==> src/rtl/key_pkg.sv <==
// Shared constants and helpers for the key event arbiter slice.
package key_pkg;

   localparam int KEY_NUM_DEF    = 4;
   localparam int FIFO_DEPTH_DEF = 4;

   // Ceiling log2, evaluated at elaboration time for widths.
   function automatic int clog2(input int value);
      int result;
      result = 0;
      for (int w = 0; w < 31; w++) begin
         if ((1 << w) < value) result = w + 1;
      end
      return result;
   endfunction

   localparam int CODE_W_DEF = clog2(KEY_NUM_DEF);

endpackage

==> src/rtl/key_evt_fifo.sv <==
// Synchronous show-ahead FIFO; head entry is visible on dout while not empty.
module key_evt_fifo
   import key_pkg::*;
#(
   parameter int DEPTH = FIFO_DEPTH_DEF,
   parameter int WIDTH = CODE_W_DEF
) (
   input  logic                  sys_clk,
   input  logic                  sys_rst_n,
   input  logic                  push,
   input  logic [WIDTH-1:0]      din,
   input  logic                  pop,
   output logic [WIDTH-1:0]      dout,
   output logic [clog2(DEPTH):0] count,
   output logic                  empty,
   output logic                  full
);

   localparam int PTR_W = clog2(DEPTH);
   localparam int CNT_W = PTR_W + 1;

   logic [WIDTH-1:0] mem [DEPTH];
   logic [PTR_W-1:0] rd_ptr;
   logic [PTR_W-1:0] wr_ptr;
   logic             do_push;
   logic             do_pop;

   assign empty   = (count == '0);
   assign full    = (count == CNT_W'(DEPTH));
   assign do_push = push & ~full;
   assign do_pop  = pop & ~empty;
   assign dout    = empty ? '0 : mem[rd_ptr];

   always_ff @(posedge sys_clk) begin
      if (do_push) mem[wr_ptr] <= din;
   end

   // Power-of-two depth lets the pointers wrap naturally.
   always_ff @(posedge sys_clk or negedge sys_rst_n) begin
      if (!sys_rst_n) begin
         rd_ptr <= '0;
         wr_ptr <= '0;
         count  <= '0;
      end else begin
         if (do_push) wr_ptr <= wr_ptr + 1'b1;
         if (do_pop)  rd_ptr <= rd_ptr + 1'b1;
         if (do_push && !do_pop)      count <= count + 1'b1;
         else if (!do_push && do_pop) count <= count - 1'b1;
      end
   end

endmodule

==> src/rtl/key_event_arbiter.sv <==
// Latches key press pulses, grants them round-robin and queues key indices.
module key_event_arbiter
   import key_pkg::*;
#(
   parameter int KEY_NUM    = KEY_NUM_DEF,
   parameter int CODE_W     = clog2(KEY_NUM),
   parameter int FIFO_DEPTH = FIFO_DEPTH_DEF
) (
   input  logic               sys_clk,
   input  logic               sys_rst_n,
   input  logic [KEY_NUM-1:0] key_flag,
   input  logic               evt_ready,
   output logic               evt_valid,
   output logic [CODE_W-1:0]  evt_code,
   output logic               evt_overflow
);

   localparam int                CNT_W    = clog2(FIFO_DEPTH) + 1;
   localparam logic [CODE_W-1:0] LAST_IDX = CODE_W'(KEY_NUM - 1);

   logic [KEY_NUM-1:0] pending;
   logic [CODE_W-1:0]  rr_ptr;
   logic               grant_valid;
   logic [CODE_W-1:0]  grant_idx;
   logic [KEY_NUM-1:0] grant_vec;
   logic [CODE_W-1:0]  cand_idx;
   int                 cand;
   logic               fifo_full;
   logic               fifo_empty;
   logic               evt_pop;
   logic [CNT_W-1:0]   fifo_count;
   logic               unused_fifo_count;

   // Scan from the highest offset down so the nearest pending key above rr_ptr wins.
   always_comb begin
      grant_valid = 1'b0;
      grant_idx   = '0;
      cand        = 0;
      cand_idx    = '0;
      if (!fifo_full && pending != '0) begin
         for (int k = KEY_NUM - 1; k >= 0; k--) begin
            cand = int'(rr_ptr) + k;
            if (cand >= KEY_NUM) cand = cand - KEY_NUM;
            cand_idx = CODE_W'(cand);
            if (pending[cand_idx]) begin
               grant_valid = 1'b1;
               grant_idx   = cand_idx;
            end
         end
      end
   end

   assign grant_vec = grant_valid ? (KEY_NUM'(1) << grant_idx) : '0;
   assign evt_valid = ~fifo_empty;
   assign evt_pop   = ~fifo_empty & evt_ready;

   // A press landing on an ungranted pending bit cannot be held and is reported.
   always_ff @(posedge sys_clk or negedge sys_rst_n) begin
      if (!sys_rst_n) begin
         pending      <= '0;
         rr_ptr       <= '0;
         evt_overflow <= 1'b0;
      end else begin
         pending      <= (pending & ~grant_vec) | key_flag;
         evt_overflow <= |(key_flag & pending & ~grant_vec);
         if (grant_valid) rr_ptr <= (grant_idx == LAST_IDX) ? '0 : grant_idx + 1'b1;
      end
   end

   key_evt_fifo #(
      .DEPTH (FIFO_DEPTH),
      .WIDTH (CODE_W)
   ) u_evt_fifo (
      .sys_clk   (sys_clk),
      .sys_rst_n (sys_rst_n),
      .push      (grant_valid),
      .din       (grant_idx),
      .pop       (evt_pop),
      .dout      (evt_code),
      .count     (fifo_count),
      .empty     (fifo_empty),
      .full      (fifo_full)
   );

   assign unused_fifo_count = ^fifo_count;

endmodule
==> config.mk <==
export PLATFORM = sky130hd
export DESIGN_NAME = key_event_arbiter
export DESIGN_NICKNAME = d
export VERILOG_FILES = /design/src/rtl/key_pkg.sv /design/src/rtl/key_evt_fifo.sv /design/src/rtl/key_event_arbiter.sv
export SDC_FILE = /design/constraint.sdc
export NUM_CORES = 1
export LEC_CHECK = 0
export CAP_MARGIN = 20
export CORE_UTILIZATION = 40
export DETAILED_ROUTE_END_ITERATION = 6
export PLACE_DENSITY = 0.58
export SYNTH_ARGS = -nofsm -noshare
export SYNTH_HDL_FRONTEND = slang
export SYNTH_HIERARCHICAL = 1
export SYNTH_SLANG_ARGS = --single-unit
==> constraint.sdc <==
create_clock -name sys_clk -period 4.2 [get_ports sys_clk]
set_input_delay 0.84 -clock sys_clk [delete_from_list [all_inputs] [get_ports sys_clk]]
set_output_delay 0.84 -clock sys_clk [all_outputs]
set_load 0.005 [all_outputs]
**Word-level counts from Yosys, hierarchy flattened**

Memories as Yosys holds them, arrays and structs flattened.
Cells that the tools add are included.

- Shift-type cells: 1
- Reduce and logical (&&, ||, !) cells: 10
- Add/subtract/negate cells: 12
- Order comparisons: 8
- Equal/unequal tests: 2
- Bitwise logic cells: 10
- Multiplexer cells: 33

Operators with widths:

| kind | number |
|---|---|
| 2-bit two-way mux | 15 |
| 4-bit bitwise AND | 3 |
| 2-bit by 3-bit < comparator with 1-bit output (second input constant) | 4 |
| 1-bit two-way mux | 11 |
| 3-bit greater-or-equal comparator (second input constant) | 3 |
| 1-bit binary-select mux with 2-bit select | 4 |
| 2-bit by 1-bit subtractor with 2-bit output (second input constant) | 4 |
| 2-bit by 1-bit adder with 2-bit output (second input constant) | 3 |
| 2-bit by 2-bit adder with 3-bit output (second input constant) | 2 |
| 3-bit two-way mux | 2 |
| 4-bit two-way mux | 1 |
| 4-bit inverter | 1 |
| 4-bit OR | 1 |
| 4-bit nonzero test | 1 |
| 4-bit OR reduction | 1 |
| 1-bit by 2-bit << shifter with 4-bit output (first input constant) | 1 |
| 2-bit by 1-bit adder with 3-bit output (second input constant) | 1 |
| 3-bit by 1-bit adder with 3-bit output (second input constant) | 1 |
| 1-bit bitwise AND | 3 |
| 3-bit equality test (second input constant) | 1 |
| 2-bit by 3-bit greater-or-equal comparator with 1-bit output (second input constant) | 1 |
| 1-bit logical AND | 3 |
| 1-bit zero test | 3 |
| 3-bit zero test | 1 |
| other kinds (4) | 5 |

- Memories: 1
- RAM bits: 8
- Flip-flop bits (word level): 14
- Output and inout bits: 4
- Logic and storage cells: 83

Memory list:

| memory | words | bits a word | rd ports | clocked after Yosys merged registers in | write ports | line | source |
|---|---|---|---|---|---|---|---|
| u_evt_fifo.mem | 4 | 2 | 1 | 0 | 1 | key_evt_fifo.sv:22 | `logic [WIDTH-1:0] mem [DEPTH];` |

**Logic depth before layout (Yosys ltp)**

Gate-level depths: netlist (run 1).

- Word-level depth: 16
- Depth in mapped cells: 10

**By module**

Netlist (run 1), hierarchy kept.

Modules (own cells, without submodules):

| module | cells an instance | times used | area an instance (um2) |
|---|---|---|---|
| key_evt_fifo | 48 | 1 | 742.0 |
| key_event_arbiter | 45 | 1 | 459.2 |

**Least setup slack after synthesis (run 1)**

No wires, ideal clock.

- Path type: register to register
- From: reg pending[3]
- To: reg u_evt_fifo.count[1]
- Path buffers: 1
- Period minus slack after synthesis: 2.254 ns
- Setup time: 0.125 ns
- Setup slack: 1.946 ns
- Data arrival time: 2.129 ns
- Required time: 4.075 ns
- Stages on the path, launching flop included: 9
- Path through: dfrtp_1 nor4_1 nor2_1 nor2b_2 buf_6 ha_1 inv_1 fa_1 mux2_2

- Word-level cells in the longest chain between the ends: 11
- Elaborated cells on any way between the ends: 21
- Those cells by class: mux: 14; bitwise: 1; reduce/logical: 6

Ends and longest elaborated chain:

| element | line | source |
|---|---|---|
| start, declared | key_event_arbiter.sv:21 | `logic [KEY_NUM-1:0] pending;` |
| start signal, assigned | key_event_arbiter.sv:64 | `pending <= (pending & ~grant_vec) \| key_flag;` |
| 1-bit binary-select mux with 2-bit select | key_event_arbiter.sv:45 | `if (pending[cand_idx]) begin` |
| 1-bit two-way mux (implied by the code) | key_event_arbiter.sv:45 |  |
| 1-bit two-way mux (4 in series) | key_event_arbiter.sv:45 |  |
| 1-bit two-way mux * | key_event_arbiter.sv:40 | `if (!fifo_full && pending != '0) begin` |
| named net grant_valid | key_event_arbiter.sv:23 | `logic grant_valid;` |
| 1-bit bitwise AND * | key_evt_fifo.sv:30 | `assign do_push = push & ~full;` |
| named net u_evt_fifo.do_push | key_evt_fifo.sv:25 | `logic do_push;` |
| 1-bit zero test | key_evt_fifo.sv:48 | `else if (!do_push && do_pop) count <= count - 1'b1;` |
| 1-bit logical AND | key_evt_fifo.sv:48 |  |
| 2-bit nonzero test (no line) | n/a |  |
| end signal, assigned | key_evt_fifo.sv:47 | `if (do_push && !do_pop) count <= count + 1'b1;` |
| end signal, assigned | key_evt_fifo.sv:48 |  |
| end, declared | key_evt_fifo.sv:14 | `output logic [clog2(DEPTH):0] count,` |

Mark *: on every way through the listed nets, which the timed path passes. The rest lies on a longest branch. The select of a mux whose other input is x is not followed.
A chain may end at the register's enable or synchronous reset.

**Final worst setup path (run 1)**

- From: reg u_evt_fifo.rd_ptr[0]
- To: out evt_code[0]

- Word-level cells in the longest chain between the ends: 2

Ends and longest elaborated chain:

| element | line | source |
|---|---|---|
| start, declared | key_evt_fifo.sv:23 | `logic [PTR_W-1:0] rd_ptr;` |
| start signal, assigned | key_evt_fifo.sv:46 | `if (do_pop) rd_ptr <= rd_ptr + 1'b1;` |
| memory read 4 x 2 bit | n/a |  |
| 2-bit two-way mux | key_evt_fifo.sv:32 | `assign dout = empty ? '0 : mem[rd_ptr];` |
| end, declared | key_event_arbiter.sv:14 | `output logic [CODE_W-1:0] evt_code,` |

No other way between the ends.

==> results.ini, run 1 <==
[timing]
fin_skew_ps=13.9
setup_violations=0
slew_viol_final=0
fin_setup_tns_ps=0
worst_pin_slew_ps=712
timing.hold.ws_ps=515
grt_setup_unrepaired=false
finalCritPeriodShare_pct=65.7
finalCriticalPeriod_ps=2760
max_freq_mhz=362
slew_headroom_pct=52.4
hold_violations=0

[clocking]
htreeDepth=1
cts_made_buffers=3
cts_tree=yes
cts_resized=0
root_buffer=clkbuf_4
cts.sink_count=22
cts_hold_buf=0
clk_pin_slew_ps=130
cts_buffer_depth=2
clock_latency_ps=310
cts_setup_buffers=0

[worst_setup_path]
slowest_delay_ps=520
path_cells=mux4_2 > and2_1 > clkdlybuf4s50_1
startpoint=u_evt_fifo/rd_ptr[0]
crit_slowest_cell=mux4_2
regToRegSetupSlack_ps=1790
startpoint_type=register
worstRegToRegCells=7
crit_path_end=evt_code[0]
cp_data_required_time_ps=3360
cp.arrival_ps=1920
worst-setup-path-type=reg -> out
rr_endpoint=u_evt_fifo/count[1]
reg2reg_from=pending[3]
crit_fanout=4
critPathCaptureType=output pin

[global_route]
grt_pass1_wl_um=3470
grt_pass1_vias=739
track_usage_pct=14.4
antenna_found_initial=0
grt_max_degree=15
grt_overflow=0

[cells_and_area]
fillers=271
final_layout_size_suffix_gt1_share_pct=20.8
fin_nets=122
syn_to_final_growth_pct=15.0
final_cell_mix=14 x dfrtp_1, 10 x inv_1, 10 x clkdlybuf4s50_1
antennaDiodeCount=0
final_area_um2=1380
layout_commonest_cell=dfrtp_1

[detailed_routing]
via_per_inst=5.23
wirelength_um=1930
dr.first_iter.drc_count=30
firstDrtPassIters=6
postRouteAntennaNets=0
route.detailed.drc=2
avgRoutedWirePerCell_um=14.1
via_count=717

[floorplanning]
start_util_pct=42.8
fp.dieArea_um2=3230
num_rows=19
pin_count=11
dieHeight_um=56.8
core_area_um2=2810
die_x_um=56.8

[job]
cap_violations=0

[synth]
synth.avg_cell_area_um2=12.9
synth_nets=108
ys.flop_type=dfrtp_1
synth_area_leader_cell=dfrtp_1
netlist_instances=93
yosysUniqueCellTypes=36
ys_seq_area_share_pct=49.2
syn_area_um2=1200
async_reset_ff_share_pct=63.6
synth_top_area_share_pct=29.2
ys_warn_count=6
synth-seq-cells=22
synth_area_leaders=dfrtp_1 29%, edfxtp_1 20%, ha_1 7.3%
synth-edff-count=8

[outcome]
violations=design-rule violations
status=finished with violations

[power]
cellLeakagePower_nw=0.586
max-vdd-ir-drop_v=0.000417
power_per_cell_area_nw_per_um2=912

[worst_hold_path]
hp-class=reg -> reg

[placed_design]
gp_congestion=0.770
port_buffers=10
dpl.hpwl_um=1480
placed_area_um2=1330

==> final cells by class <==
| cell class | instances | area (µm²) | share of cell area, % |
|---|---|---|---|
| inverter | 10 | 37.5 | 2.72 |
| clock buffer | 3 | 22.5 | 1.63 |
| sequential | 22 | 591 | 42.8 |
| tap | 31 | 38.8 | 2.81 |
| clock inverter | 1 | 30.0 | 2.17 |
| multi-input combinational | 60 | 562 | 40.7 |
| timing repair buffer | 10 | 100 | 7.25 |
==> registers in the layout (all words and copies together) (netlist names) <==
| register | cells |
|---|---|
| u_evt_fifo/count | 3 |
| evt_overflow | 1 |
| u_evt_fifo/mem | 8 |
| u_evt_fifo/wr_ptr | 2 |
| rr_ptr | 2 |
| pending | 4 |
| u_evt_fifo/rd_ptr | 2 |
==> stage by stage <==
stage	power (mW)	instances	util [%]	worst slack (ps)
after floorplan	0.951	93	-	1950
after global placement	1.10	133	47.4	1590
after detailed placement	1.12	133	47.4	1540
after CTS	1.28	137	49.2	1400
after global routing	1.38	137	49.2	1340
final	1.26	137	49.2	1440
==> where the power goes <==
group	internal, mW	total, mW	switching [mW]
clock	0.0965	0.163	0.0662
sequential	0.362	0.449	0.0871
combinational	0.356	0.648	0.292
==> worst min-delay path by stage <==
stage	cells after the start	from	endpoint
after global routing	1	u_evt_fifo/count[2]	u_evt_fifo/count[2]
after floorplan	1	u_evt_fifo/count[2]	u_evt_fifo/count[2]
after CTS	1	u_evt_fifo/count[2]	u_evt_fifo/count[2]
final	1	u_evt_fifo/count[2]	u_evt_fifo/count[2]
after global placement	1	u_evt_fifo/count[2]	u_evt_fifo/count[2]
after detailed placement	1	u_evt_fifo/count[2]	u_evt_fifo/count[2]
==> per-layer routing <==
metal / global-route usage (%) / vias to the layer above / part of all wire (%)
met4: 4.18 / 0 / 0.88
li1: - / 352 / -
met3: 4.84 / 2 / 4.8
met1: 20.8 / 346 / 49
met2: 20.6 / 17 / 45
met5: 0 / - / 0
==> cell families (layout without fill, tap and decap cells) <==
group,after synthesis,after routing,share of synthesized area [%]
and+or+nand+nor,27,27,15.0
buffers and inverters,11,24,4.06
AOI/OAI and AO/OA,14,14,11.3
muxes,5,5,7.19
DFF,22,22,49.2
adders and majority gates,8,8,8.96
xor gates and xnor gates,6,6,4.37
==> critical path, delay by kind of cell, from the launching register on <==
kind          cells  cell delay [ps]
flops             1              480
simple gates      1              160
buf+inv           1              440
mux               1              520
==> Yosys cell counts, drive strengths merged, types with 4 or more instances <==
library cell	number
edfxtp	8
nand2	4
xnor2	4
ha	7
dfrtp	14
inv	10
and2	7
No activity file was read; power rests on OpenSTA's default activity.
==> run 2, diff against run 1 <==
Clock period 4.2 ns to 2.8 ns, I/O delays scaled along.
==> run 2 against run 1 <==
  * The run still ends with design-rule violations left
  * Die area stayed put
  * Register-to-register slack lost 1400 ps
  * Core utilization increased by 0.27 points
  * Clock-buffer cell count is the same
  * Routed wire length decreased by 1.1%
  * Largest power group unchanged
==> results.ini, run 2 (same netlist as run 1, synthesis figures left out) <==
[clocking]
cts_tree=yes  ; unchanged
root_buffer=clkbuf_4  ; unchanged
cts.sink_count=22  ; unchanged
clk_pin_slew_ps=130  ; about the same
cts_hold_buf=0  ; unchanged
cts_setup_buffers=0  ; unchanged
cts_resized=0  ; unchanged
cts_buffer_depth=2  ; unchanged
cts_made_buffers=3  ; unchanged
htreeDepth=1  ; unchanged
clock_latency_ps=310  ; about the same

[global_route]
grt_overflow=0  ; unchanged
track_usage_pct=13.9  ; was 14.4%
grt_max_degree=15  ; unchanged
antenna_found_initial=0  ; unchanged
grt_pass1_wl_um=3310  ; was 3470 µm
grt_pass1_vias=712  ; was 739

[timing]
slew_viol_final=0  ; unchanged
timing.hold.ws_ps=514  ; was 515 ps
finalCritPeriodShare_pct=88.9
finalCriticalPeriod_ps=2490
slew_headroom_pct=56.2  ; was 52.4%
worst_pin_slew_ps=655  ; was 712 ps
max_freq_mhz=402
hold_violations=0  ; unchanged
fin_skew_ps=9.52  ; was 13.9 ps
grt_setup_unrepaired=false  ; unchanged
fin_setup_tns_ps=0  ; unchanged
setup_violations=0  ; unchanged

[worst_hold_path]
hp-class=reg -> reg  ; unchanged
hold_path_startpoint=u_evt_fifo/count[2]  ; unchanged

[power]
power_frac_clock_pct=12.8  ; was 12.9%
p_int_mw=1.23  ; was 815 µW
power_per_cell_area_nw_per_um2=1370  ; was 912 nW/µm²
p_comb_share_pct=51.6  ; was 51.4%
cellLeakagePower_nw=0.592  ; was 0.586 nW
switching_share_pct=35.3  ; about the same
switchingPower_uw=671  ; was 445 µW
max-vdd-ir-drop_v=0.000574  ; was 0.000417 V
seqPwrFrac_pct=35.7  ; was 35.6%

[worst_setup_path]
cp_data_required_time_ps=2240  ; was 3360 ps
reg2reg_from=pending[3]  ; unchanged
cp.arrival_ps=1930  ; was 1920 ps
critPathCaptureType=output pin  ; unchanged
crit_fanout=4  ; unchanged
worst-setup-path-type=reg -> out  ; unchanged
startpoint=u_evt_fifo/rd_ptr[0]  ; unchanged
startpoint_type=register  ; unchanged

[placed_design]
gp_congestion=0.770  ; about the same
dpl.hpwl_um=1460  ; was 1480 µm
placed_area_um2=1340  ; was 1330 µm²
port_buffers=10  ; unchanged

[detailed_routing]
wirelength_um=1910  ; was 1930 µm
firstDrtPassIters=6  ; unchanged
postRouteAntennaNets=0  ; unchanged
via_per_inst=5.01  ; was 5.23
dr.first_iter.drc_count=23  ; was 30
avgRoutedWirePerCell_um=13.8  ; was 14.1 µm
route.detailed.drc=2  ; unchanged
via_count=691  ; was 717

[cells_and_area]
fillers=254  ; was 271
fin_nets=123  ; was 122
layout_commonest_cell=dfrtp_1  ; unchanged
syn_to_final_growth_pct=15.6  ; was 15.0%
multi_input_area_um2=562  ; unchanged
final_area_um2=1390  ; was 1380 µm²
reg_top3=u_evt_fifo/mem x8, pending x4, u_evt_fifo/count x3  ; unchanged
seq_area_um2=591  ; unchanged
final_cell_mix=14 x dfrtp_1, 10 x inv_1, 10 x clkdlybuf4s50_1  ; unchanged
largest_reg_flops=8  ; unchanged
antennaDiodeCount=0  ; unchanged
regMostFlops=u_evt_fifo/mem  ; unchanged
final_layout_size_suffix_gt1_share_pct=21.5  ; was 20.8%

[floorplanning]
start_util_pct=42.8  ; unchanged
fp.dieArea_um2=3230  ; unchanged
die_x_um=56.8  ; unchanged
num_rows=19  ; unchanged
core_area_um2=2810  ; unchanged
dieHeight_um=56.8  ; unchanged
pin_count=11  ; unchanged

[outcome]
status=finished with violations  ; unchanged
violations=design-rule violations  ; unchanged

[job]
cap_violations=0  ; unchanged

-- run 2: changes by cell type in the layout (fill, tap and decap cells not counted), sizes merged --
cell  previous run  this run
buf              0         1
-- run 2: power groups by stage --
| stage | registers [mW] | logic, mW | clock network, mW |
|---|---|---|---|
| final | 0.678 | 0.979 | 0.242 |
| after global routing | 0.701 | 1.11 | 0.262 |
| after CTS | 0.680 | 0.991 | 0.252 |
| after detailed placement | 0.687 | 0.985 | 0 |
| after global placement | 0.680 | 0.973 | 0 |
| after floorplan | 0.652 | 0.775 | 0 |
-- run 2: metal layers --
metal | vias to the layer above | global-route usage, % | wire, µm
met4 | 0 | 6.27 | 28
met2 | 13 | 20.4 | 824
li1 | 351 | - | -
met3 | 4 | 4.61 | 97
met5 | - | 0 | 0
met1 | 323 | 18.5 | 958
-- run 2: worst paths after layout --
kind                                             end  slack (ps)  cells after the start
worst max-delay path                     evt_code[1]         310                      3
worst min-delay path             u_evt_fifo/count[2]         510                      1
worst max register to register   u_evt_fifo/count[1]         410                      7
worst min register to register   u_evt_fifo/count[2]         510                      1
max in group asynchronous       u_evt_fifo/wr_ptr[1]        1740                      1
min in group asynchronous       u_evt_fifo/rd_ptr[1]         630                      1
-- run 2: layout make-up --
| type | count | share of cell area [%] |
|---|---|---|
| Inverter | 10 | 2.70 |
| Tap cell | 31 | 2.79 |
| Timing Repair Buffer | 11 | 7.75 |
| Sequential cell | 22 | 42.5 |
| Multi-Input combinational cell | 60 | 40.5 |
| Clock inverter | 1 | 2.16 |
| Clock buffer | 3 | 1.62 |
-- run 2: per-stage QoR --
step           utilization, %  total power [mW]  cells  setup WS, ps
5_1_grt                  49.5              2.07    138           235
3_5_place_dp             47.6              1.67    134           417
6_report                 49.5              1.90    138           310
4_1_cts                  49.5              1.92    138           279
3_3_place_gp             47.6              1.65    134           460
2_1_floorplan               -              1.43     93           546
-- run 2: worst max-delay path, stage by stage, from the launching register on --
cell,delay [ps]
dfrtp_1,480
mux4_2,520
and2_1,160
clkdlybuf4s50_1,450
==> edit (flow settings as in run 2) <==
`pending` no longer has a reset.
--- a/src/rtl/key_event_arbiter.sv
+++ b/src/rtl/key_event_arbiter.sv
@@ -57,14 +57,16 @@
    // A press landing on an ungranted pending bit cannot be held and is reported.
    always_ff @(posedge sys_clk or negedge sys_rst_n) begin
       if (!sys_rst_n) begin
-         pending      <= '0;
          rr_ptr       <= '0;
          evt_overflow <= 1'b0;
       end else begin
-         pending      <= (pending & ~grant_vec) | key_flag;
          evt_overflow <= |(key_flag & pending & ~grant_vec);
          if (grant_valid) rr_ptr <= (grant_idx == LAST_IDX) ? '0 : grant_idx + 1'b1;
       end
+   end
+
+   always_ff @(posedge sys_clk) begin
+      pending <= (pending & ~grant_vec) | key_flag;
    end
 
    key_evt_fifo #(
Behaviour: not the same (a bounded check fails within 4 cycles, from zero or initial values and one cycle with sys_rst_n low).
==> edit against run 2 <==
- design area decreased by 4.3%
- count of clock-buffer cells in the layout grew 1
- sequential share of layout area rose by 0.42 points
- area after synthesis is 2.2% lower
- total power down 6.1%
- global-route usage decreased by 0.77 points
- sequential cell count did not move
- worst setup slack improved by 0.039 ns
- routed wire length fell by 5.5%
- largest cell class unchanged
==> edit: results <==
export IMPL_outcome="complete, no violations"
export IMPL_whs_path_depth=1
export IMPL_root_buffer="clkbuf_4"
export IMPL_max_slew_worst_pin_slew_ns=0.5181
export IMPL_dpl_hpwl_mm=1.461
export IMPL_ir_worst_vdd_mv=0.6031
export IMPL_grt_pass1_wl_mm=3.215
export IMPL_synthTopCellsByCount="dfrtp_1 (10), inv_1 (10), edfxtp_1 (8)"
export IMPL_antenna_found_initial=0
export IMPL_skew_ns=0.004056
export IMPL_hold_end="u_evt_fifo/count[2]$_DFFE_PN0P_"
export IMPL_ff2ff_path_depth=7
export IMPL_clkLatencyLatePin_ns=0.29
export IMPL_grt_start_max_net_pins=13
export IMPL_hp_start="u_evt_fifo/count[2]$_DFFE_PN0P_"
export IMPL_syn_num_nets=108
export IMPL_r2r_setup_slack_ns=0.41
export IMPL_cp_max_fo=4
export IMPL_startpoint="u_evt_fifo/rd_ptr[0]$_DFFE_PN0P_"
export IMPL_async_flop_share_pct=45.45
export IMPL_grt_use_total_pct=13.09
export IMPL_swShare_pct=37.02
export IMPL_synth_area_leaders="dfrtp_1 (21%), edfxtp_1 (20%), ha_1 (7.5%)"
export IMPL_dp_worst_setup_slack_ns=0.3806
export IMPL_drtIter0Drc=13
export IMPL_ys_warn_count=6
export IMPL_cts_max_level=1
export IMPL_path_class="reg2out"
export IMPL_r2r_end="u_evt_fifo/count[1]$_DFFE_PN0P_"
export IMPL_ys_seq_area_share_pct=48.56
export IMPL_layout_nets=122
export IMPL_dr_total_vias=704
export IMPL_reg_top3="u_evt_fifo/mem (8), pending (4), u_evt_fifo/count (3)"
export IMPL_io_buffers=10
export IMPL_path_clk_slew_ns=0.12
export IMPL_r2r_start="u_evt_fifo/count[0]$_DFFE_PN0P_"
export IMPL_synthDistinctLibCells=39
export IMPL_wl_mm=1.804
export IMPL_grt_pass1_vias=764
export IMPL_diodes=0
export IMPL_drt_pass1_iterations=2
export IMPL_drive_above_1_share_pct=17.92
export IMPL_synthFlopType="dfrtp_1"
export IMPL_cts_buffers=3
export IMPL_cp_arrival_ns=1.89
export IMPL_cts_resized=0
export IMPL_power_leakage_nw=0.5615
export IMPL_post_cts_buffers=0
export IMPL_place_congestion=0.7424
[edit: kinds of logic (layout without fill, tap and decap cells)]
kind of cell	after synthesis	count (layout)	share of synthesized area, %
XOR/XNOR	6	6	4.473
multiplexers	5	5	7.028
flip-flops	22	22	48.56
AO/OA/AOI/OAI	14	14	11.50
adder cells (fa/ha/maj)	8	8	9.158
buffers and inverters	11	24	4.154
AND/OR/NAND/NOR	27	27	15.12
[edit: cell type report]
class / instances / area (sq um)
inverters: 10 / 37.54
fillers: 271 / 1429
well taps: 31 / 38.79
multi-input cells: 60 / 555.5
repair buffers: 10 / 100.1
flip-flops and latches: 22 / 570.5
clock buffers: 4 / 26.28
[edit: power groups by stage]
| stage | registers, mW | logic, mW | clock network, mW |
|---|---|---|---|
| final | 0.676 | 0.962 | 0.144 |
| after global routing | 0.701 | 1.07 | 0.165 |
| after CTS | 0.679 | 0.977 | 0.150 |
| after detailed placement | 0.685 | 0.973 | 0 |
| after global placement | 0.682 | 0.958 | 0 |
| after floorplan | 0.651 | 0.763 | 0 |
[edit: how the worst max path moves through the flow]
stage          slack [ns]  cells after the start                              end
2_1_floorplan        0.55                      8  u_evt_fifo/count[1]$_DFFE_PN0P_
3_3_place_gp         0.42                      7  u_evt_fifo/count[1]$_DFFE_PN0P_
3_5_place_dp         0.38                      7  u_evt_fifo/count[1]$_DFFE_PN0P_
4_1_cts              0.32                      3                      evt_code[0]
5_1_grt              0.28                      9  u_evt_fifo/count[2]$_DFFE_PN0P_
6_report             0.35                      3                      evt_code[0]
[edit: layer usage]
metal / global-route usage [%] / vias to the layer above / part of all wire (%)
met3: 2.093 / 2 / 2.2
met4: 5.226 / 0 / 0.94
met1: 14.18 / 345 / 44
met5: 0 / - / 0
li1: - / 349 / -
met2: 25.00 / 8 / 53
[edit: per-stage QoR]
stage	area [sq um]	hold WS, ns	std cells	power (mW)
CTS	1329	0.5144	137	1.807
global route	1329	0.5442	137	1.938
floorplan	1175	0.2644	93	1.414
global placement	1303	0.4809	133	1.639
finish	1329	0.5121	137	1.782
detailed placement	1303	0.4893	133	1.658
